**config.mk**
```make
export PLATFORM = sky130hd
export DESIGN_NAME = mod7_serializer_flat
export DESIGN_NICKNAME = d
export VERILOG_FILES = /design/src/rtl/mod7_serializer_if.sv /design/src/rtl/mod7_serializer.sv /design/src/flat_wrapper.sv
export SDC_FILE = /design/constraint.sdc
export NUM_CORES = 1
export LEC_CHECK = 0
export CAP_MARGIN = 20
export CORE_MARGIN = 2
export CORE_UTILIZATION = 50
export CTS_CLUSTER_DIAMETER = 100
export DETAILED_ROUTE_END_ITERATION = 16
export MAX_ROUTING_LAYER = met4
export PLACE_DENSITY_LB_ADDON = 0.25
export SETUP_SLACK_MARGIN = 0.05
export SKIP_CTS_REPAIR_TIMING = 1
export SLEW_MARGIN = 15
export SYNTH_ARGS = -nofsm -noshare
export SYNTH_HDL_FRONTEND = slang
export SYNTH_SLANG_ARGS = --single-unit
```
**constraint.sdc**
```tcl
create_clock -name clk -period 1.76 [get_ports clk]
set_input_delay 0.352 -clock clk [delete_from_list [all_inputs] [get_ports clk]]
set_output_delay 0.352 -clock clk [all_outputs]
set_load 0.01 [all_outputs]
```
**src/rtl/mod7_serializer_if.sv**
```systemverilog
// Handshake and serial-output bundle between a word source and the mod-7 serializer.
// The source side uses the master modport; the serializer uses the slave modport.
interface mod7_serializer_if #(
    parameter int unsigned WIDTH = 8
);
    logic             in_valid;
    logic             in_ready;
    logic [WIDTH-1:0] in_data;
    logic             ser_clr;
    logic             ser_bit;
    logic             ser_valid;
    logic             busy;
    logic             done;

    modport master (
        output in_valid,
        output in_data,
        input  in_ready,
        input  ser_clr,
        input  ser_bit,
        input  ser_valid,
        input  busy,
        input  done
    );

    modport slave (
        input  in_valid,
        input  in_data,
        output in_ready,
        output ser_clr,
        output ser_bit,
        output ser_valid,
        output busy,
        output done
    );
endinterface

```
**src/rtl/mod7_serializer.sv**
```systemverilog
// Parallel-to-serial feeder for the mod-7 remainder stage: clear strobe, MSB-first bits,
// then a done pulse. All outputs are registered; synchronous active-high reset.
module mod7_serializer #(
    parameter int unsigned WIDTH = 8
) (
    input  logic               clk,
    input  logic               rst,
    mod7_serializer_if.slave   bus
);
    localparam int unsigned CntW = (WIDTH > 1) ? $clog2(WIDTH) : 1;
    localparam logic [CntW-1:0] LastCnt = CntW'(WIDTH - 1);

    typedef enum logic [1:0] {
        StIdle,
        StClear,
        StShift,
        StDone
    } state_e;

    state_e           state_q;
    logic [WIDTH-1:0] shreg_q;
    logic [CntW-1:0]  cnt_q;
    logic             in_ready_q;
    logic             ser_clr_q;
    logic             ser_bit_q;
    logic             ser_valid_q;
    logic             busy_q;
    logic             done_q;

    // Accept only once in_ready is actually visible, so the cycle right after
    // reset (in_ready still 0) can never take a word.
    logic accept;
    assign accept = (state_q == StIdle) && in_ready_q && bus.in_valid;

    always_ff @(posedge clk) begin
        if (rst) begin
            state_q     <= StIdle;
            shreg_q     <= '0;
            cnt_q       <= '0;
            in_ready_q  <= 1'b0;
            ser_clr_q   <= 1'b0;
            ser_bit_q   <= 1'b0;
            ser_valid_q <= 1'b0;
            busy_q      <= 1'b0;
            done_q      <= 1'b0;
        end else begin
            ser_clr_q   <= 1'b0;
            ser_bit_q   <= 1'b0;
            ser_valid_q <= 1'b0;
            done_q      <= 1'b0;
            unique case (state_q)
                StIdle: begin
                    in_ready_q <= 1'b1;
                    busy_q     <= 1'b0;
                    if (accept) begin
                        shreg_q    <= bus.in_data;
                        cnt_q      <= '0;
                        in_ready_q <= 1'b0;
                        ser_clr_q  <= 1'b1;
                        busy_q     <= 1'b1;
                        state_q    <= StClear;
                    end
                end
                StClear: begin
                    // Present the MSB now so bit 0 appears the cycle after the clear.
                    ser_valid_q <= 1'b1;
                    ser_bit_q   <= shreg_q[WIDTH-1];
                    shreg_q     <= shreg_q << 1;
                    cnt_q       <= '0;
                    state_q     <= StShift;
                end
                StShift: begin
                    if (cnt_q == LastCnt) begin
                        busy_q  <= 1'b0;
                        done_q  <= 1'b1;
                        state_q <= StDone;
                    end else begin
                        ser_valid_q <= 1'b1;
                        ser_bit_q   <= shreg_q[WIDTH-1];
                        shreg_q     <= shreg_q << 1;
                        cnt_q       <= cnt_q + 1'b1;
                    end
                end
                StDone: begin
                    in_ready_q <= 1'b1;
                    cnt_q      <= '0;
                    state_q    <= StIdle;
                end
                default: begin
                    state_q <= StIdle;
                end
            endcase
        end
    end

    assign bus.in_ready  = in_ready_q;
    assign bus.ser_clr   = ser_clr_q;
    assign bus.ser_bit   = ser_bit_q & ser_valid_q;
    assign bus.ser_valid = ser_valid_q;
    assign bus.busy      = busy_q;
    assign bus.done      = done_q;
endmodule

```
**src/flat_wrapper.sv**
```systemverilog
// flat-port wrapper written by rule: the top's interface ports become plain ports
module mod7_serializer_flat 
#(
    parameter int unsigned WIDTH = 8
)
  (clk, rst, bus_in_valid, bus_in_data, bus_in_ready, bus_ser_clr, bus_ser_bit, bus_ser_valid, bus_busy, bus_done);
  mod7_serializer_if #(.WIDTH(WIDTH)) bus_i ();
  input  logic clk;
  input  logic rst;
  input wire logic [$bits(bus_i.in_valid)-1:0] bus_in_valid;
  input wire logic [$bits(bus_i.in_data)-1:0] bus_in_data;
  output wire logic [$bits(bus_i.in_ready)-1:0] bus_in_ready;
  output wire logic [$bits(bus_i.ser_clr)-1:0] bus_ser_clr;
  output wire logic [$bits(bus_i.ser_bit)-1:0] bus_ser_bit;
  output wire logic [$bits(bus_i.ser_valid)-1:0] bus_ser_valid;
  output wire logic [$bits(bus_i.busy)-1:0] bus_busy;
  output wire logic [$bits(bus_i.done)-1:0] bus_done;
  assign bus_i.in_valid = bus_in_valid;
  assign bus_i.in_data = bus_in_data;
  assign bus_in_ready = bus_i.in_ready;
  assign bus_ser_clr = bus_i.ser_clr;
  assign bus_ser_bit = bus_i.ser_bit;
  assign bus_ser_valid = bus_i.ser_valid;
  assign bus_busy = bus_i.busy;
  assign bus_done = bus_i.done;
  mod7_serializer #(.WIDTH(WIDTH)) u_core (.clk(clk), .rst(rst), .bus(bus_i));
endmodule
```
==> results.json <==
{
  "via_per_inst": 5.475,
  "vias": 761,
  "finalHoldViolCount": 0,
  "area_growth_syn_to_layout_pct": 25.78,
  "worst_pin_slew_ps": 396.8,
  "syn_area_um2": 927.1,
  "finalNonFillerCells": 139,
  "syn-instance-count": 93,
  "ant_nets": 0,
  "grt.overflow.total": 0,
  "grt_setup_unrepaired": "false",
  "drive_gt1_share_pct": 20.18,
  "slowest_stage": "clkdlybuf4s50_1",
  "antenna_found_initial": 0,
  "grt_pass1_vias": 654,
  "ir_worst_vdd_mv": 0.9307,
  "cts_tree": "yes",
  "critPathMaxStageDelay_ps": 530,
  "place.gp.congestion": 0.8636,
  "cp_cell_sequence": "and2_1, clkdlybuf4s50_1",
  "yosys_warnings": 0,
  "clk_transition_reported_paths_ps": 100,
  "status": "complete, no violations",
  "clockBufferDepth": 2,
  "die_x_um": 47.06,
  "fin_setup_tns_ps": 0,
  "crit_type": "flop to output pin",
  "num-nets-final": 132,
  "critical_path_buf_inv_count": 1,
  "numCtsBuffers": 3,
  "drv_slew": 0,
  "synth_fa_ha_area_share_pct": 8.097,
  "die_h_um": 47.06,
  "maxCapViolations": 0,
  "min_period_ps": 1627,
  "fin_crit_sh_pct": 92.45,
  "initial_core_util_pct": 53.70,
  "finalSetupViolations": 0,
  "dp.cells": 135,
  "cts_root_buf": "clkbuf_4",
  "hold_class": "flop to flop",
  "ys_types": 27,
  "synthSimpleGateAreaFrac_pct": 14.71,
  "synth_top_family_by_area": "compound AO/OA/AOI/OAI gates",
  "worstPathArrival_ps": 1280,
  "fin_area_um2": 1166,
  "place.port_buffers": 16,
  "syn-num-nets": 110,
  "crit_fanout": 2,
  "cp.required_ps": 1410,
  "drc": 0,
  "grt_max_degree": 11,
  "rows": 15,
  "ys_ff_latch": 19,
  "slew_headroom_pct": 73.49,
  "wl_um": 1852,
  "clock-sinks": 19,
  "grt_util_all_layers_pct": 19.60,
  "wl_per_cell_um": 13.32,
  "cellLeakagePower_nw": 0.4340,
  "io-pin-count": 17,
  "synth_compound_area_share_pct": 24.56,
  "max_freq_mhz": 614.6,
  "grt_pass1_wl_um": 2898,
  "synth.yosys.seq_area_share_pct": 41.03,
  "synthXorXnorAreaFrac_pct": 0,
  "n_antenna_cell": 0,
  "synth.area.mux_share_pct": 7.557,
  "dieArea_um2": 2215,
  "drt_first_pass_iters": 4,
  "insertion_delay_ps": 300,
  "placed_area_um2": 1137,
  "h-tree-depth": 1,
  "finalClockSkew_ps": 8.009,
  "crit_path_end_kind": "output pin",
  "drtIter0Drc": 6,
  "core_um2": 1727,
  "powerDensity_nw_per_um2": 1724,
  "start_kind": "flop",
  "cp_top_family": "buffers and inverters",
  "avgSynthCellArea_um2": 9.969,
  "dp.final_hpwl_um": 1378
}
-- cell usage in the layout, fill, tap and decap left out, types with 2 or more instances in the layout --
cell type	count
mux2i_1	7
a21oi_1	13
buf_4	6
dfxtp_1	18
o21ai_0	4
nor2_1	4
clkdlybuf4s50_1	16
clkbuf_4	3
inv_1	3
nor2b_1	3
ha_1	6
nand3_1	4
a211oi_2	7
nor3_1	3
nand2b_1	2
-- worst paths after layout --
path,startpoint,end,slack [ps],depth (start not counted)
min reg2reg,u_core.cnt_q[2],u_core.cnt_q[2],490,2
min,u_core.cnt_q[2],u_core.cnt_q[2],490,2
max,u_core.bus.ser_valid,bus_ser_bit,130,2
max reg2reg,u_core.cnt_q[0],u_core.shreg_q[0],170,5
-- metrics by stage --
stage                     total power, W  worst slack [ps]  hold slack [ps]  util (%)
final                           0.002011             132.9            488.3     67.54
after global routing            0.002172             54.62            517.7     67.54
after CTS                       0.002008             92.09            489.3     67.39
after detailed placement        0.001790             23.72            469.3     65.87
after global placement          0.001746             65.35            467.6     65.87
after floorplan                 0.001506             230.3            453.3         -
-- Yosys cell counts (all sizes together) --
cell type / number / share of area (%)
nor2b: 3 / 2.0
ha: 6 / 8.1
mux2i: 7 / 7.6
a21bo: 1 / 1.1
nor3: 3 / 1.6
or2: 1 / 0.68
nand2b: 2 / 1.3
nor2: 4 / 1.6
a2bb2oi: 1 / 1.6
a211o: 1 / 0.94
buf: 5 / 2.8
a21boi: 1 / 0.81
nor3b: 1 / 0.81
dfxtp: 19 / 41
inv: 3 / 1.2
or4b: 1 / 1.5
nand3: 4 / 2.2
or3: 1 / 0.68
and2: 3 / 2.3
a211oi: 7 / 9.4
o21ai: 6 / 3.6
a21oi: 13 / 7.0
-- cell families after synthesis --
family                   after synthesis
AO/OA/AOI/OAI                         30
multiplexers                           7
AND/OR/NAND/NOR                       23
buffers and inverters                  8
adder cells (fa/ha/maj)                6
flip-flops                            19
-- power breakdown --
part           total (W)  switching, W  internal [W]
sequential      0.000652     0.0000844      0.000568
combinational    0.00114      0.000615      0.000527
clock           0.000216      0.000128     0.0000883
-- worst register-to-register path: stages (launching register included) --
cell and delay, ps:
dfxtp_1 330, ha_1 200, ha_1 230, and2_4 170, or4b_4 510, o21ai_2 110
-- state kept, by name (all words and copies together) (netlist names) --
register / cells
u_core.shreg_q: 8
u_core.state_q: 2
u_core.bus.busy: 1
u_core.bus.ser_valid: 1
u_core.cnt_q: 3
u_core.ser_bit_q: 1
u_core.bus.in_ready: 1
u_core.bus.ser_clr: 1
u_core.bus.done: 1
-- area by class of cell --
type | instances | area (um2)
clock buffer | 4 | 26.28
fill | 145 | 560.5
inverter | 3 | 11.26
multi-input combinational | 66 | 510.5
sequential | 19 | 381.6
tap | 25 | 31.28
timing repair buffer | 22 | 205.2
-- per-layer routing --
layer / global-route usage, % / part of all wire (%)
met1: 24.65 / 48
met2: 29.86 / 46
met3: 3.462 / 3.6
met4: 10.00 / 2.4
met5: - / 0
No activity file was read; power rests on OpenSTA's default activity.
